**src/rtl/board_io_conditioner.sv**
```systemverilog
// board_io_conditioner: syncs/debounces switches and buttons, stretches CPU reset, drives LEDs; MFP_LED_PWM_EN adds LED dimming
module board_io_conditioner #(
  parameter int N_SW          = 18,
  parameter int N_PB          = 4,
  parameter int N_LED         = 18,
  parameter int SYNC_STAGES   = 2,
  parameter int TICK_DIV      = 50000,
  parameter int DB_TICKS      = 10,
  parameter int PB_ACTIVE_LOW = 1,
  parameter int POR_TICKS     = 20
) (
  input  logic             SI_ClkIn,
  input  logic             SI_Reset,
  input  logic [N_SW-1:0]  SW_raw,
  input  logic [N_PB-1:0]  KEY_raw,
  input  logic [N_LED-1:0] IO_LED_in,
`ifdef MFP_LED_PWM_EN
  input  logic [3:0]       LED_Bright,
`endif
  output logic [N_SW-1:0]  IO_Switch,
  output logic [N_PB-1:0]  IO_PB,
  output logic [N_PB-1:0]  PB_Press,
  output logic [N_PB-1:0]  PB_Release,
  output logic [N_LED-1:0] LEDR,
  output logic             CPU_Reset_N
);
  localparam int N_IN = N_SW + N_PB;
  localparam int PW = $clog2(TICK_DIV + 1);
  localparam int DW = $clog2(DB_TICKS + 1);
  localparam int RW = $clog2(POR_TICKS + 1);
  localparam logic [1:0] POR = 2'd0, RUN = 2'd1, HOLD = 2'd2;
  logic [N_IN-1:0] sync_q [SYNC_STAGES];
  logic [N_IN-1:0] raw, synced, db;
  logic [DW-1:0] db_cnt [N_IN];
  logic [PW-1:0] pre_cnt;
  logic tick;
  logic [N_PB-1:0] pb_d;
  logic [1:0] state, state_nxt;
  logic [RW-1:0] por_cnt;
  // switches and buttons share one synchroniser/debounce path; buttons occupy the top bits
  assign raw = {(PB_ACTIVE_LOW != 0) ? ~KEY_raw : KEY_raw, SW_raw};
  assign synced = sync_q[SYNC_STAGES-1];
  assign tick = pre_cnt == PW'(TICK_DIV - 1);
  assign IO_Switch = db[N_SW-1:0];
  assign IO_PB = db[N_IN-1:N_SW];
  always_ff @(posedge SI_ClkIn or posedge SI_Reset)
    if (SI_Reset) begin
      for (int i = 0; i < SYNC_STAGES; i++) sync_q[i] <= '0;
      pre_cnt <= '0;
    end else begin
      sync_q[0] <= raw;
      for (int i = 1; i < SYNC_STAGES; i++) sync_q[i] <= sync_q[i-1];
      pre_cnt <= tick ? '0 : pre_cnt + 1'b1;
    end
  // a bit flips on the DB_TICKS-th consecutive mismatching tick; any agreement restarts the count
  always_ff @(posedge SI_ClkIn or posedge SI_Reset)
    if (SI_Reset) begin
      for (int i = 0; i < N_IN; i++) db_cnt[i] <= '0;
      db <= '0;
    end else begin
      for (int i = 0; i < N_IN; i++)
        if (synced[i] == db[i]) db_cnt[i] <= '0;
        else if (tick) begin
          db_cnt[i] <= (db_cnt[i] == DW'(DB_TICKS - 1)) ? '0 : db_cnt[i] + 1'b1;
          if (db_cnt[i] == DW'(DB_TICKS - 1)) db[i] <= ~db[i];
        end
    end
  always_ff @(posedge SI_ClkIn or posedge SI_Reset)
    if (SI_Reset) begin
      pb_d <= '0;
      PB_Press <= '0;
      PB_Release <= '0;
    end else begin
      pb_d <= IO_PB;
      PB_Press <= IO_PB & ~pb_d;
      PB_Release <= ~IO_PB & pb_d;
    end
  assign state_nxt = (state == POR) ? ((tick && por_cnt == RW'(POR_TICKS - 1)) ? RUN : POR) :
                     IO_PB[0] ? HOLD : (state == RUN) ? RUN : POR;
  // CPU_Reset_N is taken from the next state so it changes together with the FSM
  always_ff @(posedge SI_ClkIn or posedge SI_Reset)
    if (SI_Reset) begin
      state <= POR;
      por_cnt <= '0;
      CPU_Reset_N <= 1'b0;
    end else begin
      state <= state_nxt;
      por_cnt <= (state == POR && state_nxt == POR) ? por_cnt + RW'(tick) : '0;
      CPU_Reset_N <= state_nxt == RUN;
    end
`ifdef MFP_LED_PWM_EN
  logic [N_LED-1:0] led_q;
  logic [3:0] pwm_cnt;
  always_ff @(posedge SI_ClkIn or posedge SI_Reset)
    if (SI_Reset) begin
      led_q <= '0;
      pwm_cnt <= '0;
    end else begin
      led_q <= IO_LED_in;
      pwm_cnt <= pwm_cnt + 1'b1;
    end
  assign LEDR = led_q & {N_LED{pwm_cnt < LED_Bright}};
`else
  always_ff @(posedge SI_ClkIn or posedge SI_Reset)
    if (SI_Reset) LEDR <= '0;
    else LEDR <= IO_LED_in;
`endif
endmodule

```
**config.mk**
```make
export PLATFORM = sky130hd
export DESIGN_NAME = board_io_conditioner
export DESIGN_NICKNAME = d
export VERILOG_FILES = /design/src/rtl/board_io_conditioner.sv
export SDC_FILE = /design/constraint.sdc
export NUM_CORES = 1
export LEC_CHECK = 0
export CAP_MARGIN = 20
export CORE_MARGIN = 3
export CORE_UTILIZATION = 34
export DETAILED_ROUTE_END_ITERATION = 8
export GPL_TIMING_DRIVEN = 1
export MAX_ROUTING_LAYER = met4
export PLACE_DENSITY_LB_ADDON = 0.05
export SKIP_CTS_REPAIR_TIMING = 1
export SYNTH_ARGS = -nofsm -noshare
export SYNTH_HDL_FRONTEND = slang
export SYNTH_SLANG_ARGS = --single-unit
```
**constraint.sdc**
```tcl
create_clock -name SI_ClkIn -period 8.1 [get_ports SI_ClkIn]
set_clock_uncertainty 0.1 [all_clocks]
set_input_delay 1.62 -clock SI_ClkIn [delete_from_list [all_inputs] [get_ports SI_ClkIn]]
set_output_delay 1.62 -clock SI_ClkIn [all_outputs]
set_load 0.01 [all_outputs]
```
* After elaboration in Yosys (flattened, before gate mapping)
Index checks and enable logic that the tools add are counted.
Cells by class: add/subtract/negate cells 24, equal/unequal tests 48, multiplexer cells 72, bitwise gates (word level) 49, reductions and logical operators 48
Operator list (count):
- $mux W4 | 66
- $add A4 B1 Y4 const B | 22
- $eq A4 B4 Y1 const B | 22
- $reduce_and A3 Y1 | 22
- $not A1 Y1 | 44
- $reduce_bool A2 Y1 | 22
- $eq A1 B1 Y1 | 22
- $add A16 B1 Y16 const B | 1
- $eq A16 B16 Y1 const B | 1
- $mux W16 | 1
- $not A4 Y4 | 3
- $and A4 B4 Y4 | 2
- $add A5 B1 Y5 | 1
- $eq A5 B5 Y1 const B | 1
- $mux W5 | 1
- $eq A2 B1 Y1 const B | 2
- $logic_not A2 Y1 | 2
- $mux W2 | 2
- $logic_and A1 B1 Y1 | 2
- $mux W1 | 2
Storage, ports and cells: bits in registers 208, input port bits 42, output and inout port bits 49, logic and storage cells 295

* Logic depth before layout (Yosys ltp)
Gate-level depths: netlist of run 1.
depth in word-level cells 7, depth in mapped cells 11, mapped depth without buffers 8

* Worst setup path before layout of run 1
Ideal clock, no wire load.
path type register to register, start register pre_cnt[0], end register por_cnt[4], setup time 0.128 ns, data arrival time 2.195 ns, required time 7.872 ns, path slack 5.677 ns, cell stages (with the launch flop) 12, path buffers 3, period minus slack after synthesis 2.423 ns, cells stage by stage dfrtp_1 ha_1 and3_1 and4_1 buf_2 buf_4 buf_2 and2_1 ha_1 nand2_1 xor2_1 o22ai_1
Between the ends: cells in the longest elaborated chain, start to end 7, elaborated cells on any way between the ends 8
Ends and longest elaborated chain:
- start: declaration | line 35 | logic [PW-1:0] pre_cnt;
- start signal: assignment | line 53 | pre_cnt <= tick ? '0 : pre_cnt + 1'b1;
- $eq A16 B16 Y1 * | line 43 | assign tick = pre_cnt == PW'(TICK_DIV - 1);
- parallel branches: the longest is 5 deep, another holds $add A5 B1 Y5
- $mux W5 * | line 88 | por_cnt <= (state == POR && state_nxt == POR) ? por_cnt + RW'(tick) : '0;
- end signal: assignment | line 88
- end: declaration | line 39 | logic [RW-1:0] por_cnt;
Mark *: on every way between the ends. A chain may end at the register's enable or synchronous reset.

* Worst setup path after layout of run 1
start register db[21], end output port IO_PB[3]
RTL lines:
- start: declaration | line 33 | logic [N_IN-1:0] raw, synced, db;
- start signal: indexed assignment | line 65 | if (db_cnt[i] == DW'(DB_TICKS - 1)) db[i] <= ~db[i];
- end: declaration | line 21 | output logic [N_PB-1:0] IO_PB,
No word-level cell between the ends.

==> metrics list, run 1 <==
* Run status: finished clean
* Max IR drop VDD: about 130 uV
- The hold violation count in the final report is 0.
- After routing the design area is between 10,000 and 15,000 um^2.
* Global placement routability congestion: approximately 0.73
* Critical Path Fanout Max: 6
* Average instance area after synthesis: around 11 um^2
- Across every metal layer, demand over resource in global routing totals 0.135.
* Sum of buffers and inverters on the critical path: 1
* Max-cap viol count: 0
* Fraction of the cycle the final worst path needs: 0.409
* Warnings from Yosys: 0
- Worst reg-to-reg setup slack: ~5200 ps
- Share of cells above drive strength 1: 0.0839
* Number of vias in the routed layout: approximately 6,400
* Maximum cell stage delay along the critical path: about 600 ps
- Endpoint of the worst hold path: synced[15]
* Cell area after synthesis: ~9000 um^2
* WL final: between 15,000 and 20,000 um
* Pin slew with the least headroom to its limit: 981 ps
* Width of the chip: between 150 and 200 um
- The worst setup path is launched from a flop.
* Sort of element at the end of the critical path: output pin
- The die covers around 29,000 um^2.
* Post-synthesis sequential element count: between 200 and 250
- Measured against its own limit, the worst slew margin works out to 0.346.
- Die boundary height: approximately 170 um
- Counting I/O delays and the setup requirement, the final critical path takes 3320 ps.
* Number of routed nets with antenna violations: 0
* Fraction of synthesized cell area taken by the top area cell type: 0.577
* Category of the most critical setup path: reg -> out
- Length in cells of the worst reg-to-reg path: 8
- Worst Path Arrival: between 1500 and 2000 ps
- Row count: 58
- The worst hold path belongs to the class reg -> reg.
* Beginning of the worst register-to-register path: pre_cnt[4]
- Number of clock sinks: ~210
* Synthesized net count: 890
- GRT Residual Overflow: 0
- The repair_antennas step left the layout with diodes totalling 0.
* Root Driver: sky130_fd_sc_hd__clkbuf_16
- Worst skew pair latency: roughly 510 ps
- The synthesized netlist contains a little over 40 unique library cells.
* Total setup violations reported at the end of the flow: 0
* Number of nets in the layout: ~1,000
* DR iter-0 viols: 330
* Placeable core area: 25,600 um^2
- In this run the cell area measured after placement is around 10,000 um^2.
- Cell class contributing the biggest share of worst-path delay: buffers and inverters
* Final hold slack: 245 ps
- In this run the count of I/O pins placed on the die edge is 91.
- Number of buffer cells added on primary ports: 90
* Worst hold path depth: 0
- The startpoint identified for the worst hold timing path is sync_q[37].
- After clock tree synthesis, the clock-pin slew on the worst setup and hold paths is approximately 60 ps.
- Cell leakage power: between 4 and 5 nW
- For this run, the register share of the synthesized area comes to 0.577.
* Worst reg2reg path endpoint: por_cnt[4]
* Per-cell routed wire length: 14.6 um
* Total Neg Setup Slack: 0 ps
- Yosys attributes the largest share of cell area to sky130_fd_sc_hd__dfrtp_1, sky130_fd_sc_hd__ha_1, sky130_fd_sc_hd__nand2_1.
- Area grow syn2layout: 23.2%
* Pins Over Slew Limit: 0
- The via count of the first global-routing pass was about 6,600.
- Maximum number of pins on one net before global-route repair: ~110
- H-tree Lvls: 1
- For this configuration, the core starts out at a cell density of 0.352.
- The first global-routing pass estimated about 32,000 um of wire.
- Crit. path cell count: 1
* Average via count per standard cell: between 5 and 6
- Traced cell by cell, the critical path runs through clkdlybuf4s50_1.
* Power density over the cells: about 200 nW/um^2
* Synthesized instance count: approximately 800
- The wire-length estimate of the detail-placed layout is around 12,000 um.
- The first TritonRoute pass finished after 4 iterations.
* Clock Path Buffers: 3
* Achievable Freq: ~0.30 GHz
- Number of remaining DRC errors: 0
* Yosys top cell by area: sky130_fd_sc_hd__dfrtp_1
* Worst path slowest cell: sky130_fd_sc_hd__clkdlybuf4s50_1
- Utilization of the core after routing: 0.434
- RSZ-0062 raised after global routing: false
- TritonCTS built the clock tree.
- The initial antenna violation count is 0.
- Data on the critical path is required at its endpoint by roughly 6400 ps.
- Buffers inserted during clock tree synthesis total 25.
[through the flow]
| step | power [mW] | std cells | setup WS (ps) |
|---|---|---|---|
| floorplan | 1.11 | 814 | 699 |
| global placement | 1.14 | 1214 | 4550 |
| detailed placement | 1.15 | 1214 | 4510 |
| CTS | 2.30 | 1260 | 4710 |
| global route | 2.35 | 1260 | 4690 |
| finish | 2.25 | 1260 | 4780 |
[per-layer routing]
metal | GRT usage | vias up | part of all wire
met5 | - | - | 0
met4 | 0.0356 | 0 | 0.022
met3 | 0.0252 | 29 | 0.042
met2 | 0.226 | 127 | 0.48
met1 | 0.169 | 3202 | 0.46
li1 | - | 3062 | -
[synthesized netlist by cell type, drive strengths merged]
master  number
or4         12
nand4       18
nor3         2
a311oi      12
o31ai        5
buf         10
dfrtp      208
a31oi        5
nor4b        2
a41oi       16
nand3       25
nand4b      10
inv         51
or2          3
and3         5
and4         9
or4b         3
nor2b       15
a21o         1
nor4bb       3
or3         39
mux2        20
ha          34
nor3b        8
xor2         9
mux2i        9
clkbuf      16
nand2       90
o22ai        1
a21oi       56
xnor2       33
a31o         2
o21ai       35
a21boi       1
and2         2
o211ai       2
nor2        42
[cell type report]
class / count / area [um^2]
fill: 2427 / 14500
sequential: 208 / 5200
multi-input combinational: 529 / 3500
timing repair buffer: 96 / 946
clock buffer: 35 / 733
tap: 330 / 413
inverter: 51 / 199
clock inverter: 11 / 115
[sequential cells by signal (all words and copies together), names as in the netlist]
name / cells
PB_Press: 4
por_cnt: 5
db_cnt: 88
sync_q: 22
pb_d: 4
LEDR: 18
PB_Release: 4
synced: 22
CPU_Reset_N: 1
pre_cnt: 16
state: 2
db: 22
[cells in the final DEF (no fill, tap or decap), drive strengths merged, types with 5 or more instances in the layout]
| cell | n |
|---|---|
| a41oi | 16 |
| or4 | 12 |
| nand3 | 25 |
| ha | 34 |
| mux2 | 20 |
| xor2 | 9 |
| clkinv | 7 |
| o31ai | 5 |
| and4 | 9 |
| nor2b | 15 |
| clkbuf | 35 |
| nor2 | 42 |
| xnor2 | 33 |
| a21oi | 56 |
| nand4 | 18 |
| inv | 53 |
| and3 | 5 |
| dfrtp | 208 |
| o21ai | 35 |
| mux2i | 9 |
| nand2 | 90 |
| nand4b | 10 |
| buf | 6 |
| a31oi | 5 |
| clkdlybuf4s50 | 90 |
| a311oi | 12 |
| or3 | 39 |
| nor3b | 8 |
[power by group]
group          internal, mW  switching (mW)
registers              1.06         0.00673
logic                0.0294          0.0341
clock network         0.695           0.432
[cell families after synthesis]
group,Yosys count,share of synthesized area
buffers and inverters,77,0.0347
AO/OA/AOI/OAI,136,0.0913
XOR/XNOR,42,0.0408
flip-flops,208,0.577
multiplexers,29,0.0350
AND/OR/NAND/NOR,288,0.174
adder cells (fa/ha/maj),34,0.0472
[how the worst max path moves through the flow]
stage	from	endpoint
final	db[21]	IO_PB[3]
after global routing	db[21]	IO_PB[3]
after CTS	db[21]	IO_PB[3]
after detailed placement	SI_Reset	db_cnt[36]
after floorplan	SI_Reset	CPU_Reset_N
after global placement	SI_Reset	sync_q[35]
No activity file was read; power rests on OpenSTA's default activity.
==> run 2, diff against run 1 <==
Clock period 8.1 ns to 2.7 ns, I/O delays scaled along.
==> run 2 against run 1 <==
Against the previous run:
- sequential power grew to 3.0 times the previous value
- register-to-register slack got worse by 4800 ps
- final cell count is essentially flat
- clock-buffer cell count rose by 5
- worst setup slack worse by 4400 ps
- die area stayed put
- global-route usage is 0.19 points lower
- non-clock buffer count grew 4
==> metrics list, run 2 (same netlist as run 1, synthesis figures left out) <==
- Entering global routing, the biggest net connects 106 pins.
- Number of remaining DRC errors: 0
- Along the worst path, the maximum fanout reaches about 110.
* Final antenna diode count: 0
- Clock tree synthesis inserted a total of 24 buffers.
- Number of clock sinks: approximately 210
- In this run the vertical extent of the chip is between 150 and 200 um.
* Number of routed nets with antenna violations: 0
* Utilization of the core after routing: 0.433
- Type of the tightest min-delay check: in -> async
- The register with the most flip-flops in the final layout is db_cnt.
- Number of flip-flops under the largest register name: 88
- After filler insertion, the fill cell instance count of the layout stands at around 2,400.
* Worst Path Arrival: roughly 2600 ps
* Row count: 58
- Area of all placed cells without fillers: 11,100 um^2
- In the final layout, the multi-input gates occupy approximately 3500 um^2.
- Root Driver: sky130_fd_sc_hd__clkbuf_16
- Number of vias in the routed layout: approximately 6,400
* Fraction of the cycle the final worst path needs: 0.859
- Dividing the detail-routed via count by the number of cells gives approximately 5.1.
- Routability-driven placement finished with a final weighted congestion of 0.779.
- TritonCTS built the clock tree.
- Pin placement for this block handled slightly above 90 I/O pins.
- Width of the chip: around 170 um
- In this run the static leakage power is 4.66 nW.
* Sort of element at the end of the critical path: flop
- The worst setup path is launched from a flop.
- The initial antenna violation count was 0.
* Category of the most critical setup path: reg -> reg
- The wire-length estimate of the detail-placed layout is around 12,000 um.
- Placeable core area: around 26,000 um^2
* First-pass iteration count of the detailed router: 4
* Crit path required time: slightly above 3000 ps
- Pins Over Slew Limit: 0
* Total routing resource utilization after global routing: 0.133
* Placed cell count: roughly 1,200
- Number of nets in the layout: just under 1,000
* Maximum cell stage delay along the critical path: between 500 and 600 ps
* Max-slew headroom: 0.626
* Final non-filler cell total: 1,259
- The area growth from synthesis to layout is 23.0%.
* Worst path slowest cell: sky130_fd_sc_hd__nor4b_4
- The hold violation count in the final report is 0.
- Die Area: about 29,000 um^2
- The longest clock path from root to sink contains 3 buffers.
- Achievable Freq: between 0.4 and 0.5 GHz
- Storage cell area: about 5200 um^2
- Leading cell type in the layout, fill and taps excluded: sky130_fd_sc_hd__dfrtp_1
* Clock transition at path regs: around 60 ps
- DP Area: 10,300 um^2
- CTS built an H-tree with a depth of 1.
- The critical path goes through nor4b_4 > nand4_4 > buf_12 > or4b_1 > a31oi_1.
* Number of buffer cells added on primary ports: 90
- Of the cells placed in the final design, the portion with a size suffix greater than 1 is 0.0764.
* Total setup violations reported at the end of the flow: 0
- Pre-CTS setup slack: 385 ps
- The worst path needs roughly 2300 ps of the cycle, external delays included.
- WL final: roughly 18,000 um
- For the pin with the worst max-slew slack, the measured transition is between 500 and 600 ps.
- Most frequent cells in the layout: sky130_fd_sc_hd__dfrtp_1, sky130_fd_sc_hd__nand2_1, sky130_fd_sc_hd__clkdlybuf4s50_1
- The first global-routing pass estimated between 30,000 and 40,000 um of wire.
* Worst Setup Slack, final: about 380 ps
- Max IR drop VDD: between 400 and 500 uV
- Per-cell routed wire length: approximately 14 um
- Max-cap viol count: 0
* Starting Density: 0.352
- Worst skew pair latency: ~520 ps
- Setup repair after global routing left no endpoint under its margin.
- GRT Residual Overflow: 0
- Power density over the cells: roughly 580 nW/um^2
* Number of global-route vias before repair: 6,503
- The first routing iteration left 307 violations.
* Run status: finished clean
[run 2: cell types whose count changed in the layout (fill, tap and decap cells not counted), sizes merged]
cell      delta
clkbuf       +5
clkinv       -6
clkinvlp     +1
bufinv       -2
buf          +4
inv          -3
[run 2: per-stage QoR]
| stage | hold slack [ps] | power, mW | TNS, ps |
|---|---|---|---|
| after floorplan | 231 | 3.32 | -133170 |
| after global placement | 234 | 3.44 | 0 |
| after detailed placement | 235 | 3.44 | 0 |
| after CTS | 194 | 6.59 | 0 |
| after global routing | 206 | 6.75 | 0 |
| final | 216 | 6.44 | 0 |
[run 2: area by class of cell]
| cell class | count | share of cell area |
|---|---|---|
| timing repair buffer | 100 | 0.0925 |
| multi-input combinational | 529 | 0.316 |
| clock buffer | 40 | 0.0659 |
| sequential | 208 | 0.469 |
| inverter | 51 | 0.0176 |
| clock inverter | 1 | 0.00147 |
| tap | 330 | 0.0372 |
[run 2: layer usage]
| metal | routed length [um] | part of all wire | track usage | vias up |
|---|---|---|---|---|
| li1 | - | - | - | 3051 |
| met1 | 8320 | 0.46 | 0.171 | 3173 |
| met2 | 8660 | 0.48 | 0.213 | 119 |
| met3 | 774 | 0.043 | 0.0294 | 36 |
| met4 | 434 | 0.024 | 0.0363 | 0 |
| met5 | 0 | 0 | - | - |
[run 2: report_power, final]
group          leakage [nW]  total [mW]  switching (mW)  internal [mW]
Clock                 0.364        3.06            1.24           1.83
Combinational          1.55       0.196           0.103         0.0928
Sequential             2.75        3.18          0.0193           3.17
[run 2: path summary, 6_finish.rpt]
check | from | to | slack (ps) | cells past startpoint
setup reg to reg | pre_cnt[4] | db_cnt[11] | 380 | 5
hold / removal | SI_Reset | LEDR[12] | 220 | 2
hold reg to reg | sync_q[43] | synced[21] | 240 | 0
setup / recovery | pre_cnt[4] | db_cnt[11] | 380 | 5
max in group asynchronous | SI_Reset | PB_Press[2] | 1470 | 3
min in group SI_ClkIn | sync_q[43] | synced[21] | 240 | 0
[run 2: worst max-delay path, delay by kind of cell (launching register included)]
kind,cells,cell delay [ps]
simple gates,3,1200
buf+inv,1,260
compound gates,1,190
flops,1,450
==> run 3, diff against run 2 <==
--- a/config.mk
+++ b/config.mk
@@ -14,2 +14,3 @@
 export PLACE_DENSITY_LB_ADDON = 0.05
+export REMOVE_ABC_BUFFERS = 1
 export SKIP_CTS_REPAIR_TIMING = 1
--- a/constraint.sdc
+++ b/constraint.sdc
@@ -4,2 +4,2 @@
 set_output_delay 0.54 -clock SI_ClkIn [all_outputs]
-set_load 0.01 [all_outputs]
+set_load 0.1 [all_outputs]
==> run 3 against run 2 <==
Against the previous run:
- total power is 3.4% higher
- first-iteration DRC count shrank 25%
- non-clock buffer count is 2 higher
- final cell count is essentially flat
- clock power rose by 4%
- flip-flop and latch count unchanged
- worst setup slack worse by 29 ps
- core utilization is 0.20 points lower
- sequential power is essentially flat
- die area is the same
==> metrics list, run 3 (same netlist as run 1, synthesis figures left out) <==
- Run status: finished clean
* Number of routed nets with antenna violations: 0
- The worst pin sits at a relative slew slack of 0.664.
* Max-cap viol count: 0
* Width of the chip: roughly 170 um
* Total Neg Setup Slack: 0 ps
- Leaving out fill and tap cells, the most frequent cells in the layout are sky130_fd_sc_hd__dfrtp_1, sky130_fd_sc_hd__nand2_1, sky130_fd_sc_hd__a21oi_1, sky130_fd_sc_hd__buf_4, sky130_fd_sc_hd__inv_1.
* Worst path slowest cell: sky130_fd_sc_hd__or4b_1
* Sort of element at the end of the critical path: flop
- The hold violation count in the final report was 0.
- Of the total power, combinational logic draws 0.044.
* H-tree Lvls: 1
- Clock transition at path regs: about 60 ps
- Max IR drop VDD: about 530 uV
- In the post-route analysis, the smallest setup slack over all paths is about 350 ps.
- After global routing, the most crowded layer is met2.
- Number of clock sinks: between 200 and 250
* Root Driver: sky130_fd_sc_hd__clkbuf_16
- For this run, global-route usage on met3 was measured as 0.0250.
- The initial antenna violation count was 0.
* Pin slew with the least headroom to its limit: 502 ps
- Internal power comes to approximately 5.2 mW.
- In the global route stage, met1 resource usage came out at 0.160.
- Filler cell count: ~2,400
- Largest reg by FF count: db_cnt
- Die boundary height: around 170 um
- Area grow syn2layout: 22.4%
- In this design, the stage delay of the slowest critical-path cell is between 500 and 600 ps.
- No sink is reached through more buffers than the 3 on the longest clock path.
* Power density over the cells: slightly above 600 nW/um^2
* Maximum number of pins on one net before global-route repair: around 110
- For this run, design rule violations remaining after detail routing come to 0.
- Category of the most critical setup path: reg -> reg
- Total routing resource utilization after global routing: 0.134
* Critical Path Start Type: flop
- The multi-input combinational cells in the finished layout cover a total of 3500 um^2.
- Share of total power in sequential cells: 0.478
- The repair_antennas step left the layout with diodes totalling 0.
- Storage cell area: between 5000 and 6000 um^2
- The via count of the first global-routing pass came to 6,727.
- Crit path required time: 3040 ps
- Pre-CTS setup slack: around 380 ps
- The worst path needs approximately 2300 ps of the cycle, external delays included.
- Switching part of the total power: 0.219
- At the worst endpoint, the arrival time is 2680 ps.
- TritonCTS Buffers: 25
- Critical Path, Cell by Cell: nor4b_4 > nand4_4 > buf_12 > or4b_1 > a31oi_1
- For this run the aggregate overflow at the end of global routing stands at 0.
- Worst skew pair latency: approximately 520 ps
- Placeable core area: approximately 26,000 um^2
- After detailed routing, the average wire length per cell comes to between 10 and 15 um.
* Global placement routability congestion: 0.746
* Worst reg-to-reg setup slack: approximately 350 ps
- During placement, the flow inserted port buffers numbering 90.
- Of the cells placed in the final design, the portion with a size suffix greater than 1 is 0.135.
- Detailed placement finished with a half-perimeter wire length of about 12,000 um.
* First-pass iteration count of the detailed router: 5
- Total setup violations reported at the end of the flow: 0
- In this run, the number of DRC markers left after iteration 0 of detailed routing was 231.
* Switching power of the nets: approximately 1.5 mW
- Number of flip-flops under the largest register name: 88
- For this run, the top clock speed supported by timing is ~0.43 GHz.
* Top Ports: 91
- Detailed routing inserted a total of around 6,400 vias.
* Average via count per standard cell: 5.06
* Placed cell count: 1,220
- Leaving out fill and tap cells, the most frequent cell in the layout is sky130_fd_sc_hd__dfrtp_1.
- Cell leakage power: approximately 4.8 nW
* Final non-filler cell total: ~1,300
- Of the available clock period, the critical path in the final layout requires 0.870.
* RSZ-0062 raised after global routing: false
* TritonCTS clock tree: built
* Wire length of the first global-routing pass: between 30,000 and 40,000 um
* Starting Density: 0.352
- Pins Over Slew Limit: 0
- Row count: 58
* Clock group share of total power: 0.478
- Die Area: 28,500 um^2
* WL final: ~18,000 um
- Number of nets in the layout: around 990
- Met2 track utilization from global routing: 0.231
- The path class of the tightest hold or removal check is reg -> reg.
* Critical Path Fanout Max: around 110
- Final hold slack: 245 ps
[run 3: final timing paths]
check                      startpoint         end  cells after the start
max in group asynchronous    SI_Reset  db_cnt[30]                      3
hold reg to reg            sync_q[31]   synced[9]                      0
setup / recovery           pre_cnt[4]  db_cnt[11]                      5
hold / removal             sync_q[31]   synced[9]                      0
setup reg to reg           pre_cnt[4]  db_cnt[11]                      5
min in group asynchronous    SI_Reset       db[0]                      2
[run 3: layout make-up]
cell class,instances,area share
timing repair buffer,102,0.0844
tap,330,0.0374
clock buffer,39,0.0705
sequential,208,0.472
inverter,51,0.0180
multi-input combinational,529,0.317
clock inverter,1,0.000794
[run 3: metal layers]
| metal | wire length (um) | share of wire |
|---|---|---|
| met1 | 7950 | 0.43 |
| met2 | 9130 | 0.49 |
| met3 | 862 | 0.047 |
| met4 | 524 | 0.028 |
| met5 | 0 | 0 |
[run 3: power by group through the flow]
stage / logic, mW / registers (mW) / clock network, mW
floorplan: 0.0707 / 3.34 / 0
global placement: 0.298 / 3.24 / 0
detailed placement: 0.302 / 3.24 / 0
CTS: 0.302 / 3.19 / 3.30
global route: 0.317 / 3.19 / 3.42
finish: 0.292 / 3.19 / 3.19
[run 3: critical path, delay by kind of cell, from the launching register on]
family,cells,cell delay [ps]
and+or+nand+nor,3,1240
DFF,1,440
buffers and inverters,1,250
AOI/OAI and AO/OA,1,190
[run 3: through the flow]
stage | cell area, um^2 | total power, mW | util
6_report | 11000 | 6.66 | 0.431
5_1_grt | 11000 | 6.93 | 0.431
4_1_cts | 11000 | 6.79 | 0.431
3_5_place_dp | 10200 | 3.54 | 0.400
3_3_place_gp | 10200 | 3.54 | 0.400
2_1_floorplan | 8900 | 3.41 | -
